**src/rtl/eea_inv_pkg.sv**
```systemverilog
// Shared types and constants for the extended-Euclidean GF(2^M) inverter controller.
package eea_inv_pkg;

    localparam int unsigned DEFAULT_M = 8;

    // x^8 + x^4 + x^3 + x + 1, bits 0..M of the default modulus
    localparam logic [DEFAULT_M:0] FIELD_POLY = 9'h11B;

    typedef enum logic [1:0] {
        IDLE = 2'd0,
        LOAD = 2'd1,
        RUN  = 2'd2,
        DONE = 2'd3
    } state_t;

    // Width able to hold 0..2M without wrap; used for both delta and the step counter
    function automatic int unsigned ctrl_width(input int unsigned m);
        return $clog2(2 * m + 1);
    endfunction

endpackage

```
**src/rtl/eea_inv_if.sv**
```systemverilog
// Host/array handshake and D-cell control lines of the inverter controller.
interface eea_inv_if;

    logic start;
    logic op_zero;
    logic r_msb;
    logic s_msb;
    logic load;
    logic step_en;
    logic switch;
    logic reduce;
    logic mult_r;
    logic u_div_x;
    logic busy;
    logic done;
    logic err;

    modport master (
        output start, op_zero, r_msb, s_msb,
        input  load, step_en, switch, reduce, mult_r, u_div_x, busy, done, err
    );

    modport slave (
        input  start, op_zero, r_msb, s_msb,
        output load, step_en, switch, reduce, mult_r, u_div_x, busy, done, err
    );

endinterface

```
**src/rtl/eea_delta_unit.sv**
```systemverilog
// Degree-difference register and the per-step D-cell / U-V control equations.
module eea_delta_unit
    import eea_inv_pkg::*;
#(
    parameter int unsigned M  = DEFAULT_M,
    parameter int unsigned DW = ctrl_width(M)
) (
    input  logic clk,
    input  logic rst,
    input  logic clr,
    input  logic en,
    input  logic r_msb,
    input  logic s_msb,
    output logic switch_c,
    output logic reduce_c,
    output logic mult_r_c,
    output logic u_div_x_c
);

    localparam int unsigned DELTA_MAX = 2 * M;

    logic [DW-1:0] delta;
    logic [DW-1:0] delta_nx;
    logic          zero_c;

    assign zero_c = (delta == '0);

    // Control lines are only live while stepping so the array holds otherwise
    assign mult_r_c  = en & ~r_msb;
    assign reduce_c  = en & r_msb & s_msb;
    assign switch_c  = en & r_msb & zero_c;
    assign u_div_x_c = en & r_msb & ~zero_c;

    always_comb begin
        delta_nx = delta;
        if (clr) begin
            delta_nx = '0;
        end else if (en) begin
            if (!r_msb) begin
                // Saturate rather than wrap if the array feeds an impossible sequence
                delta_nx = (delta >= DW'(DELTA_MAX)) ? DW'(DELTA_MAX) : delta + DW'(1);
            end else if (zero_c) begin
                delta_nx = DW'(1);
            end else begin
                delta_nx = delta - DW'(1);
            end
        end
    end

    always_ff @(posedge clk) begin
        if (rst) begin
            delta <= '0;
        end else begin
            delta <= delta_nx;
        end
    end

endmodule

```
**src/rtl/eea_inv_ctrl.sv**
```systemverilog
// Sequencing FSM and step counter for the GF(2^M) extended-Euclidean inverter array.
module eea_inv_ctrl
    import eea_inv_pkg::*;
#(
    parameter int unsigned M = DEFAULT_M
) (
    input  logic        clk,
    input  logic        rst,
    eea_inv_if.slave    bus
);

    localparam int unsigned DW        = ctrl_width(M);
    localparam int unsigned CW        = ctrl_width(M);
    localparam int unsigned LAST_STEP = 2 * M - 1;

    state_t        state;
    state_t        state_nx;
    logic [CW-1:0] count;
    logic [CW-1:0] count_nx;
    logic          err_nx;

    logic load_q;
    logic step_en_q;
    logic busy_q;
    logic done_q;
    logic err_q;

    logic run_c;
    logic clr_c;

    assign run_c = (state == RUN);
    assign clr_c = (state == LOAD);

    // Next-state and step-count logic
    always_comb begin
        state_nx = state;
        count_nx = count;
        err_nx   = 1'b0;
        case (state)
            IDLE: begin
                if (bus.start) begin
                    if (bus.op_zero) begin
                        state_nx = DONE;
                        err_nx   = 1'b1;
                    end else begin
                        state_nx = LOAD;
                    end
                end
            end
            LOAD: begin
                count_nx = '0;
                state_nx = RUN;
            end
            RUN: begin
                if (count == CW'(LAST_STEP)) begin
                    count_nx = '0;
                    state_nx = DONE;
                end else begin
                    count_nx = count + CW'(1);
                end
            end
            DONE: begin
                state_nx = IDLE;
            end
            default: begin
                state_nx = IDLE;
            end
        endcase
    end

    // State register; handshake outputs are registered decodes of the next state
    always_ff @(posedge clk) begin
        if (rst) begin
            state     <= IDLE;
            count     <= '0;
            load_q    <= 1'b0;
            step_en_q <= 1'b0;
            busy_q    <= 1'b0;
            done_q    <= 1'b0;
            err_q     <= 1'b0;
        end else begin
            state     <= state_nx;
            count     <= count_nx;
            load_q    <= (state_nx == LOAD);
            step_en_q <= (state_nx == RUN);
            busy_q    <= (state_nx != IDLE);
            done_q    <= (state_nx == DONE);
            err_q     <= err_nx;
        end
    end

    eea_delta_unit #(
        .M  (M),
        .DW (DW)
    ) u_delta (
        .clk       (clk),
        .rst       (rst),
        .clr       (clr_c),
        .en        (run_c),
        .r_msb     (bus.r_msb),
        .s_msb     (bus.s_msb),
        .switch_c  (bus.switch),
        .reduce_c  (bus.reduce),
        .mult_r_c  (bus.mult_r),
        .u_div_x_c (bus.u_div_x)
    );

    assign bus.load    = load_q;
    assign bus.step_en = step_en_q;
    assign bus.busy    = busy_q;
    assign bus.done    = done_q;
    assign bus.err     = err_q;

endmodule

```
**src/flat_wrapper.sv**
```systemverilog
// flat-port wrapper written by rule: the top's interface ports become plain ports
module eea_inv_ctrl_flat import eea_inv_pkg::*;
#(
    parameter int unsigned M = DEFAULT_M
)
  (clk, rst, bus_start, bus_op_zero, bus_r_msb, bus_s_msb, bus_load, bus_step_en, bus_switch, bus_reduce, bus_mult_r, bus_u_div_x, bus_busy, bus_done, bus_err);
  eea_inv_if bus_i ();
  input  logic clk;
  input  logic rst;
  input wire logic [$bits(bus_i.start)-1:0] bus_start;
  input wire logic [$bits(bus_i.op_zero)-1:0] bus_op_zero;
  input wire logic [$bits(bus_i.r_msb)-1:0] bus_r_msb;
  input wire logic [$bits(bus_i.s_msb)-1:0] bus_s_msb;
  output wire logic [$bits(bus_i.load)-1:0] bus_load;
  output wire logic [$bits(bus_i.step_en)-1:0] bus_step_en;
  output wire logic [$bits(bus_i.switch)-1:0] bus_switch;
  output wire logic [$bits(bus_i.reduce)-1:0] bus_reduce;
  output wire logic [$bits(bus_i.mult_r)-1:0] bus_mult_r;
  output wire logic [$bits(bus_i.u_div_x)-1:0] bus_u_div_x;
  output wire logic [$bits(bus_i.busy)-1:0] bus_busy;
  output wire logic [$bits(bus_i.done)-1:0] bus_done;
  output wire logic [$bits(bus_i.err)-1:0] bus_err;
  assign bus_i.start = bus_start;
  assign bus_i.op_zero = bus_op_zero;
  assign bus_i.r_msb = bus_r_msb;
  assign bus_i.s_msb = bus_s_msb;
  assign bus_load = bus_i.load;
  assign bus_step_en = bus_i.step_en;
  assign bus_switch = bus_i.switch;
  assign bus_reduce = bus_i.reduce;
  assign bus_mult_r = bus_i.mult_r;
  assign bus_u_div_x = bus_i.u_div_x;
  assign bus_busy = bus_i.busy;
  assign bus_done = bus_i.done;
  assign bus_err = bus_i.err;
  eea_inv_ctrl #(.M(M)) u_core (.clk(clk), .rst(rst), .bus(bus_i));
endmodule
```
**config.mk**
```make
export PLATFORM = sky130hd
export DESIGN_NAME = eea_inv_ctrl_flat
export DESIGN_NICKNAME = d
export VERILOG_FILES = /design/src/rtl/eea_inv_pkg.sv /design/src/rtl/eea_inv_if.sv /design/src/rtl/eea_delta_unit.sv /design/src/rtl/eea_inv_ctrl.sv /design/src/flat_wrapper.sv
export SDC_FILE = /design/constraint.sdc
export NUM_CORES = 1
export LEC_CHECK = 0
export ABC_AREA = 1
export BUFFER_PORTS_ARGS = -buffer_cell sky130_fd_sc_hd__buf_2
export CAP_MARGIN = 20
export CORE_ASPECT_RATIO = 1.25
export CORE_UTILIZATION = 48
export CTS_CLUSTER_DIAMETER = 120
export CTS_CLUSTER_SIZE = 16
export DETAILED_ROUTE_END_ITERATION = 8
export PLACE_DENSITY_LB_ADDON = 0.1
export SLEW_MARGIN = 20
export SYNTH_ARGS = -nofsm -noshare
export SYNTH_HDL_FRONTEND = slang
export SYNTH_SLANG_ARGS = --single-unit
```
**constraint.sdc**
```tcl
create_clock -name clk -period 1.4 [get_ports clk]
set_input_delay 0.21 -clock clk [delete_from_list [all_inputs] [get_ports clk]]
set_output_delay 0.21 -clock clk [all_outputs]
set_load 0.03 [all_outputs]
```
==> results.sh, run 1 <==
export IMPL_p_leak_nw=0.558
export IMPL_grt_pass1_wl_um=3090
export IMPL_cp_max_fo=4
export IMPL_port_buffers=14
export IMPL_skew_ns=0.000705
export IMPL_synth_compound_area_share_pct=13.9
export IMPL_max_stage_delay_ns=0.36
export IMPL_start_util_pct=51.1
export IMPL_num_vias=923
export IMPL_finalSetupTns_ns=-0.385
export IMPL_worstSetupPathType="register to primary output"
export IMPL_arrival_ns=1.37
export IMPL_synth_top_area_share_pct=37.7
export IMPL_seqPwrFrac_pct=43.6
export IMPL_synthMuxAreaShare_pct=0
export IMPL_layout_drive_gt1_share_pct=32.7
export IMPL_rsz0062_at_grt="yes"
export IMPL_report_final_slew_viol_count=0
export IMPL_core_mm2=0.00177
export IMPL_finalNetCount=170
export IMPL_synth_edf_count=0
export IMPL_worstPathCellList="inv_2 -> ha_4 -> inv_4 -> nor2_4 -> buf_6 -> a21oi_4 -> buf_6"
export IMPL_setup_ws_ns=-0.179
export IMPL_clockRootBuffer="clkbuf_4"
export IMPL_syn2layout_area_growth_pct=36.5
export IMPL_timing_final_crit_share_pct=113
export IMPL_antenna_found_initial=0
export IMPL_syn_inst=129
export IMPL_swShare_pct=34.0
export IMPL_power_switching_w=0.000419
export IMPL_synth_area_per_cell_um2=6.99
export IMPL_synthTopCellsByArea="dfxtp_1, nand2_1, ha_1"
export IMPL_syn_num_nets=142
export IMPL_first_global_vias=794
export IMPL_synth_top_cell_by_area="dfxtp_1"
export IMPL_synth_yosys_seq_area_share_pct=37.7
export IMPL_slew_headroom_pct=72.5
export IMPL_yosys_cell_types_count=19
export IMPL_ant_nets=0
export IMPL_status="finished with violations"
export IMPL_dp_cells=166
export IMPL_report_final_hold_viol_count=0
export IMPL_ys_ff_latch=17
export IMPL_fp_dieH_um=50.5
export IMPL_cpMaxStageDelayCell="dfxtp_2"
export IMPL_violations="negative setup slack"
export IMPL_cts_htree_levels=1
export IMPL_finalWirelength_um=2040
export IMPL_yosysWarnings=0
export IMPL_ir_drop_v=0.000841
export IMPL_drt_initial_drc_count=20
export IMPL_synth_xor_area_share_pct=0.971
export IMPL_cts_buffers=3
export IMPL_maxCapViolCount=0
export IMPL_instances_no_fill=175
export IMPL_globalplace_congestion=0.717
export IMPL_cts_tree="done"
export IMPL_critPathRequiredTime_ns=1.19
export IMPL_max_freq_mhz=633
export IMPL_hold_class="input pin to register"
export IMPL_gr_usage_all_layers_pct=22.2
export IMPL_combPwrFrac_pct=35.6
export IMPL_internal_power_w=0.000813
export IMPL_layout_common_cells="nand2_1, inv_1, dfxtp_1, buf_2"
export IMPL_grt_ovfl_total=0
export IMPL_clk_latency_ns=0.28
export IMPL_num_io_pins=15
export IMPL_p_clk_share_pct=20.7
export IMPL_n_antenna_cell=0
export IMPL_finalPower_w=0.00123
export IMPL_first_pass_iters=4
export IMPL_clk_path_buf_depth=2
export IMPL_std_cell_rows=17
export IMPL_synth_ff_type="dfxtp_1"
export IMPL_synth_adder_area_share_pct=9.71
export IMPL_drc=0
export IMPL_endpoint_kind="primary output"
export IMPL_routedWlPerCell_um=11.6
export IMPL_async_reset_ff_share_pct=0
export IMPL_cp_start_kind="register"
export IMPL_crit_path_frequent_cell="buf_6"
export IMPL_cellPowerDensity_mw_per_mm2=1000
export IMPL_clkSinkCount=17
export IMPL_grt_max_degree=10
export IMPL_dp_hpwl_um=1370
export IMPL_path_clk_slew_ns=0.09
export IMPL_finalSetupViolCount=4
export IMPL_synth_top_family_by_area="simple AND/OR/NAND/NOR gates"
export IMPL_tightest_slew_ns=0.408
export IMPL_viasPerCell=5.27
export IMPL_layout_commonest_cell="nand2_1"
export IMPL_yosys_area_share_simple_pct=28.6
export IMPL_finalCriticalPeriod_ns=1.58
export IMPL_die_area_mm2=0.00206
export IMPL_netlist_area_um2=902
export IMPL_cts_hold_buf=0
export IMPL_die_x_um=40.8
[cells in the mapped netlist (2+ instances only)]
library cell / number
nand4_1: 2
nand2_1: 32
a21oi_1: 10
nand3_1: 8
dfxtp_1: 17
ha_1: 7
nand3b_1: 2
inv_1: 19
nor3_1: 3
o21ai_0: 8
nor2_1: 13
[power by group through the flow]
stage | Clock, W | Combinational [W] | Sequential [W]
2_1_floorplan | 0 | 0.000198 | 0.000578
3_3_place_gp | 0 | 0.000321 | 0.000541
3_5_place_dp | 0 | 0.000327 | 0.000542
4_1_cts | 0.000262 | 0.000402 | 0.000536
5_1_grt | 0.000294 | 0.000482 | 0.000540
6_report | 0.000256 | 0.000439 | 0.000537
[critical path: cells and delay by family, from the launching register on]
kind / cells / cell delay (ns)
buffers and inverters: 4 / 0.37
DFF: 1 / 0.36
AOI/OAI and AO/OA: 1 / 0.16
adders and majority gates: 1 / 0.15
and+or+nand+nor: 1 / 0.04
[what timing repair did]
item                                    4_1_cts  5_1_grt
pin swaps                                     5        4
endpoints found under the setup margin        4        9
gates resized for setup                      30       10
setup buffers                                 5        0
[metal layers]
| metal | global-route usage, % | up-vias | routed length [um] |
|---|---|---|---|
| li1 | - | 468 | - |
| met1 | 23.3 | 426 | 852 |
| met2 | 37.6 | 23 | 1060 |
| met3 | 3.98 | 6 | 58 |
| met4 | 13.9 | 0 | 61 |
| met5 | 0 | - | 0 |
[worst paths after layout]
path / from / to / slack, ns / cells past startpoint
max: u_core.u_delta.delta[0]$_SDFFE_PP0P_ / bus_u_div_x / -0.18 / 7
min: bus_op_zero / u_core.bus.err$_SDFF_PP0_ / 0.16 / 3
max reg2reg: u_core.state[0]$_SDFF_PP0_ / u_core.u_delta.delta[1]$_SDFFE_PP0P_ / -0.04 / 7
min reg2reg: u_core.count[4]$_SDFFE_PP0P_ / u_core.count[4]$_SDFFE_PP0P_ / 0.45 / 2
[metrics by stage]
step	util (%)	hold WS [ns]	cell area (um^2)	setup slack [ns]
floorplan	-	0.345	910	0.0336
global placement	58.8	0.438	1040	0.0400
detailed placement	58.8	0.439	1040	0.0163
CTS	67.3	0.166	1190	-0.184
global route	69.7	0.154	1230	-0.246
finish	69.7	0.164	1230	-0.179
[flip-flops by register name, indices dropped and copies added (netlist names)]
name                  flops
u_core.bus.err            1
u_core.bus.load           1
u_core.bus.busy           1
u_core.bus.step_en        1
u_core.u_delta.delta      5
u_core.bus.done           1
u_core.state              2
u_core.count              5
[kinds of logic (layout without fill, tap and decap cells)]
group                    count (synthesis)  after routing
adder cells (fa/ha/maj)                  7              7
AO/OA/AOI/OAI                           22             22
buffers and inverters                   21             48
flip-flops                              17             17
XOR/XNOR                                 1              1
AND/OR/NAND/NOR                         61             61
[layout make-up]
type	instances	area, um^2
multi-input cells	91	574
inverters	19	76.3
repair buffers	25	185
well taps	19	23.8
clock buffers	4	26.3
fillers	143	534
flip-flops and latches	17	345
Power figures use the tool's default switching activity.
==> inputs of run 2 (changes only) <==
--- a/config.mk
+++ b/config.mk
@@ -14,6 +14,7 @@
 export CTS_CLUSTER_SIZE = 16
 export DETAILED_ROUTE_END_ITERATION = 8
 export PLACE_DENSITY_LB_ADDON = 0.1
+export SKIP_LAST_GASP = 1
 export SLEW_MARGIN = 20
 export SYNTH_ARGS = -nofsm -noshare
 export SYNTH_HDL_FRONTEND = slang
==> run 2 against run 1 <==
Against the previous run:
- the run still ends with negative setup slack left
- design area down 0.30%
- count of clock-buffer cells in the layout is the same
- setup slack about the same
- register-to-register slack barely moved
- critical endpoint unchanged
- first-iteration DRC count grew 10%
- sequential share of layout area grew 0.086 points
- largest power group unchanged
- combinational power about the same
- highest routed layer unchanged
- global-route usage stayed put
- die area did not move
- sequential power about the same
- sequential cell count unchanged
- clock skew is essentially flat
==> results.sh, run 2 (synthesis gave the netlist of run 1 again) <==
export IMPL_finalWirelength_um=2040
export IMPL_worstSetupPathType="register to primary output"
export IMPL_cts_buffers=3
export IMPL_status="finished with violations"
export IMPL_max_stage_delay_ns=0.36
export IMPL_layout_common_cells="nand2_1, inv_1, dfxtp_1, a21oi_1, buf_2"
export IMPL_viasPerCell=5.25
export IMPL_layout_drive_gt1_share_pct=32.1
export IMPL_globalplace_congestion=0.717
export IMPL_num_io_pins=15
export IMPL_finalSetupViolCount=4
export IMPL_instances_no_fill=175
export IMPL_finalNetCount=170
export IMPL_cp_max_fo=4
export IMPL_syn2layout_area_growth_pct=36.1
export IMPL_cts_tree="done"
export IMPL_crit_end="bus_u_div_x"
export IMPL_postLayoutCoreUtil_pct=69.5
export IMPL_antenna_found_initial=0
export IMPL_grt_max_degree=10
export IMPL_tightest_slew_ns=0.402
export IMPL_max_freq_mhz=633
export IMPL_ant_nets=0
export IMPL_cellPowerDensity_mw_per_mm2=1000
export IMPL_r2r_end="u_core.u_delta.delta[1]$_SDFFE_PP0P_"
export IMPL_endpoint_kind="primary output"
export IMPL_timing_final_crit_share_pct=113
export IMPL_clk_path_buf_depth=2
export IMPL_gr_usage_all_layers_pct=22.2
export IMPL_crit_path_frequent_cell="buf_6"
export IMPL_path_clk_slew_ns=0.09
export IMPL_violations="negative setup slack"
export IMPL_critPathRequiredTime_ns=1.19
export IMPL_hold_class="input pin to register"
export IMPL_clk_latency_ns=0.28
export IMPL_dp_slack_ns=0.0163
export IMPL_clockRootBuffer="clkbuf_4"
export IMPL_crit_buf_inv=4
export IMPL_clkSinkCount=17
export IMPL_cp_start_kind="register"
export IMPL_std_cell_rows=17
export IMPL_cts_htree_levels=1
export IMPL_maxCapViolCount=0
export IMPL_num_vias=919
export IMPL_first_pass_iters=4
export IMPL_drc=0
export IMPL_report_final_hold_viol_count=0
export IMPL_largestRegisters="u_core.count x5, u_core.u_delta.delta x5, u_core.state x2"
export IMPL_ir_drop_v=0.000841
export IMPL_routedWlPerCell_um=11.6
export IMPL_arrival_ns=1.37
export IMPL_dp_cells=166
export IMPL_die_area_mm2=0.00206
export IMPL_setup_ws_ns=-0.179
export IMPL_dp_hpwl_um=1370
export IMPL_start_util_pct=51.1
export IMPL_grt_ovfl_total=0
export IMPL_fillCellCount=144
export IMPL_fp_dieH_um=50.5
export IMPL_rrSetupSlack_ns=-0.03
export IMPL_layout_commonest_cell="nand2_1"
export IMPL_report_final_slew_viol_count=0
export IMPL_core_mm2=0.00177
export IMPL_n_antenna_cell=0
export IMPL_cp_depth=7
export IMPL_slew_headroom_pct=72.9
export IMPL_first_global_vias=794
export IMPL_crit_family="buffers and inverters"
export IMPL_worstPathCellList="inv_2 -> ha_4 -> inv_4 -> nor2_4 -> buf_6 -> a21oi_4 -> buf_6"
export IMPL_skew_ns=0.000550
export IMPL_cpMaxStageDelayCell="dfxtp_2"
export IMPL_r2r_cells=7
export IMPL_r2r_start="u_core.state[0]$_SDFF_PP0_"
export IMPL_die_x_um=40.8
export IMPL_finalCriticalPeriod_ns=1.58
export IMPL_grt_pass1_wl_um=3090
export IMPL_rsz0062_at_grt="yes"
export IMPL_drt_initial_drc_count=22
export IMPL_p_leak_nw=0.559
export IMPL_port_buffers=14
export IMPL_critPathLaunch="u_core.u_delta.delta[0]$_SDFFE_PP0P_"
export IMPL_cts_hold_buf=0
run 2: area by class of cell:
class,count,area [um^2],area share [%]
clock buffer,4,26.3,2.14
sequential,17,345,28.1
multi-input combinational,91,571,46.5
timing repair buffer,25,185,15.1
tap,19,23.8,1.94
inverter,19,76.3,6.22
run 2: power by group:
| group | switching [W] | internal (W) | total [W] |
|---|---|---|---|
| combinational | 0.000255 | 0.000183 | 0.000438 |
| sequential | 0.0000179 | 0.000519 | 0.000537 |
| clock | 0.000144 | 0.000111 | 0.000255 |
run 2: per-layer routing:
layer | share of wire, % | routed length (um) | vias to the layer above | global-route usage (%)
met2 | 52 | 1060 | 27 | 37.6
met1 | 42 | 854 | 418 | 23.3
met5 | 0 | 0 | - | 0
met3 | 2.9 | 59 | 6 | 3.98
li1 | - | - | 468 | -
met4 | 3.0 | 61 | 0 | 13.9
run 2: worst min-delay path by stage:
stage / from / to / slack (ns) / cells after the start
global placement: u_core.count[4]$_SDFFE_PP0P_ / u_core.count[4]$_SDFFE_PP0P_ / 0.44 / 2
detailed placement: u_core.count[4]$_SDFFE_PP0P_ / u_core.count[4]$_SDFFE_PP0P_ / 0.44 / 2
CTS: bus_op_zero / u_core.bus.err$_SDFF_PP0_ / 0.17 / 3
finish: bus_op_zero / u_core.bus.err$_SDFF_PP0_ / 0.16 / 3
floorplan: bus_start / u_core.bus.err$_SDFF_PP0_ / 0.35 / 2
global route: bus_op_zero / u_core.bus.err$_SDFF_PP0_ / 0.15 / 3
run 2: repair_timing:
| item | CTS | global route |
|---|---|---|
| resized for setup | 30 | 8 |
| endpoints found under the setup margin | 4 | 9 |
| gates cloned | 0 | 0 |
| buffers inserted | 5 | 0 |
| pin swaps | 5 | 4 |
run 2: per-stage QoR:
step / cell area [um^2] / power [W] / hold slack, ns / setup TNS, ns
after global routing: 1230 / 0.00132 / 0.154 / -0.759
after global placement: 1040 / 0.000862 / 0.438 / 0
final: 1230 / 0.00123 / 0.164 / -0.382
after detailed placement: 1040 / 0.000869 / 0.439 / 0
after floorplan: 910 / 0.000776 / 0.345 / 0
after CTS: 1190 / 0.00120 / 0.166 / -0.300
run 2: tightest hold or removal path: stages:
cell and delay, ns:
buf_2 0.09, nand2_1 0.07, nor3_1 0.04
==> inputs of run 3 (changes only) <==
--- a/config.mk
+++ b/config.mk
@@ -9,7 +9,7 @@
 export BUFFER_PORTS_ARGS = -buffer_cell sky130_fd_sc_hd__buf_2
 export CAP_MARGIN = 20
 export CORE_ASPECT_RATIO = 1.25
-export CORE_UTILIZATION = 48
+export CORE_UTILIZATION = 50
 export CTS_CLUSTER_DIAMETER = 120
 export CTS_CLUSTER_SIZE = 16
 export DETAILED_ROUTE_END_ITERATION = 8
==> run 3 against run 2 <==
Against the previous run:
- the run still ends with negative setup slack left
- largest cell class unchanged
- combinational power rose by 2%
- first-iteration DRC count rose by 14%
- non-clock buffer count rose by 1
- critical path depth did not move
- clock power rose by 9.0%
- die area fell by 3.8%
- design area fell by 0.82%
==> results.sh, run 3 (synthesis gave the netlist of run 1 again) <==
export IMPL_worstSetupPathType="register to primary output"
export IMPL_finalCriticalPeriod_ns=1.57
export IMPL_cts_buffers=3
export IMPL_finalNetCount=171
export IMPL_n_antenna_cell=0
export IMPL_critPathLaunch="u_core.u_delta.delta[1]$_SDFFE_PP0P_"
export IMPL_setup_ws_ns=-0.173
export IMPL_violations="negative setup slack"
export IMPL_timing_final_crit_share_pct=112
export IMPL_arrival_ns=1.36
export IMPL_max_freq_mhz=636
export IMPL_cts_tree="done"
export IMPL_postLayoutCoreUtil_pct=75.1
export IMPL_hold_class="input pin to register"
export IMPL_finalWirelength_um=2350
export IMPL_num_io_pins=15
export IMPL_crit_family="buffers and inverters"
export IMPL_first_pass_iters=4
export IMPL_drc=0
export IMPL_grt_pass1_wl_um=3320
export IMPL_clk_latency_ns=0.31
export IMPL_r2r_start="u_core.state[0]$_SDFF_PP0_"
export IMPL_layout_drive_gt1_share_pct=32.5
export IMPL_swShare_pct=35.3
export IMPL_cellPowerDensity_mw_per_mm2=1040
export IMPL_endpoint_kind="primary output"
export IMPL_clk_path_buf_depth=2
export IMPL_routedWlPerCell_um=13.4
export IMPL_gr_usage_all_layers_pct=23.8
export IMPL_port_buffers=14
export IMPL_max_stage_delay_ns=0.35
export IMPL_critPathRequiredTime_ns=1.19
export IMPL_rsz0062_at_grt="yes"
export IMPL_antenna_found_initial=0
export IMPL_finalPower_w=0.00126
export IMPL_dp_hpwl_um=1500
export IMPL_clkSinkCount=17
export IMPL_combPwrFrac_pct=35.4
export IMPL_skew_ns=0.00842
export IMPL_grt_ovfl_total=0
export IMPL_start_util_pct=55.6
export IMPL_first_global_vias=837
export IMPL_die_area_mm2=0.00198
export IMPL_ir_drop_v=0.000827
export IMPL_p_leak_nw=0.570
export IMPL_cp_start_kind="register"
export IMPL_clockRootBuffer="clkbuf_4"
export IMPL_crit_buf_inv=4
export IMPL_p_clk_share_pct=22.0
export IMPL_status="finished with violations"
export IMPL_largestRegisters="u_core.count x5, u_core.u_delta.delta x5, u_core.state x2"
export IMPL_cp_max_fo=4
export IMPL_finalSetupTns_ns=-0.431
export IMPL_finalSetupViolCount=5
export IMPL_viasPerCell=5.48
export IMPL_report_final_slew_viol_count=0
export IMPL_internal_power_w=0.000817
export IMPL_hold_start="bus_op_zero"
export IMPL_std_cell_rows=16
export IMPL_cts_hold_buf=0
export IMPL_cpMaxStageDelayCell="dfxtp_2"
export IMPL_layout_commonest_cell="nand2_1"
export IMPL_report_final_hold_viol_count=0
export IMPL_syn2layout_area_growth_pct=35.0
export IMPL_grt_max_degree=11
export IMPL_num_vias=959
export IMPL_globalplace_congestion=0.697
export IMPL_path_clk_slew_ns=0.10
export IMPL_die_x_um=40.0
export IMPL_cts_htree_levels=1
export IMPL_seqPwrFrac_pct=42.6
export IMPL_slew_headroom_pct=69.1
export IMPL_ant_nets=0
export IMPL_tightest_slew_ns=0.459
export IMPL_fp_dieH_um=49.5
export IMPL_maxCapViolCount=0
export IMPL_worstPathCellList="inv_2 -> ha_4 -> inv_2 -> nor2_4 -> buf_6 -> a21oi_4 -> buf_6"
export IMPL_drt_initial_drc_count=25
export IMPL_layout_common_cells="nand2_1, inv_1, dfxtp_1, buf_4"
export IMPL_core_mm2=0.00162
export IMPL_power_switching_w=0.000446
-- run 3: cell types whose count changed in the layout (fill, tap and decap cells not counted), sizes merged --
cell	change
buf	+1
-- run 3: repair_timing --
item,CTS,global route
pin swaps,3,6
setup buffers,4,2
endpoints found under the setup margin,4,13
gates resized for setup,23,15
-- run 3: worst paths after layout --
path	to	slack (ns)	cells after the start
max	bus_u_div_x	-0.17	7
min	u_core.bus.err$_SDFF_PP0_	0.14	3
max reg2reg	u_core.u_delta.delta[1]$_SDFFE_PP0P_	-0.10	7
min reg2reg	u_core.count[4]$_SDFFE_PP0P_	0.46	2
-- run 3: final cells by class --
class	instances	area, um^2
Inverter	19	73.8
Tap cell	18	22.5
Multi-Input combinational cell	91	559
Sequential cell	17	347
Timing Repair Buffer	26	189
Fill cell	119	404
Clock buffer	4	26.3
-- run 3: power by group through the flow --
stage	clock network, W	registers [W]	logic [W]
after floorplan	0	0.000578	0.000198
after global placement	0	0.000540	0.000320
after detailed placement	0	0.000543	0.000329
after CTS	0.000276	0.000538	0.000392
after global routing	0.000294	0.000542	0.000495
final	0.000278	0.000539	0.000447
-- run 3: worst min-delay path, cell delays in order --
cell and delay [ns]:
buf_2 0.09, nand2_1 0.07, nor3_1 0.04
-- run 3: routing by layer --
metal	global-route usage, %	up-vias	share of wire [%]
li1	-	475	-
met2	41.1	36	55
met3	4.50	8	3.4
met1	26.0	440	39
met4	10.9	0	3.0
met5	0	-	0
-- run 3: through the flow --
| step | instances | area (um^2) | setup slack, ns | hold slack (ns) |
|---|---|---|---|---|
| 6_report | 175 | 1220 | -0.173 | 0.136 |
| 5_1_grt | 175 | 1220 | -0.213 | 0.148 |
| 2_1_floorplan | 129 | 910 | 0.0336 | 0.345 |
| 4_1_cts | 173 | 1160 | -0.195 | 0.152 |
| 3_5_place_dp | 165 | 1040 | 0.0296 | 0.443 |
| 3_3_place_gp | 165 | 1040 | 0.0587 | 0.434 |
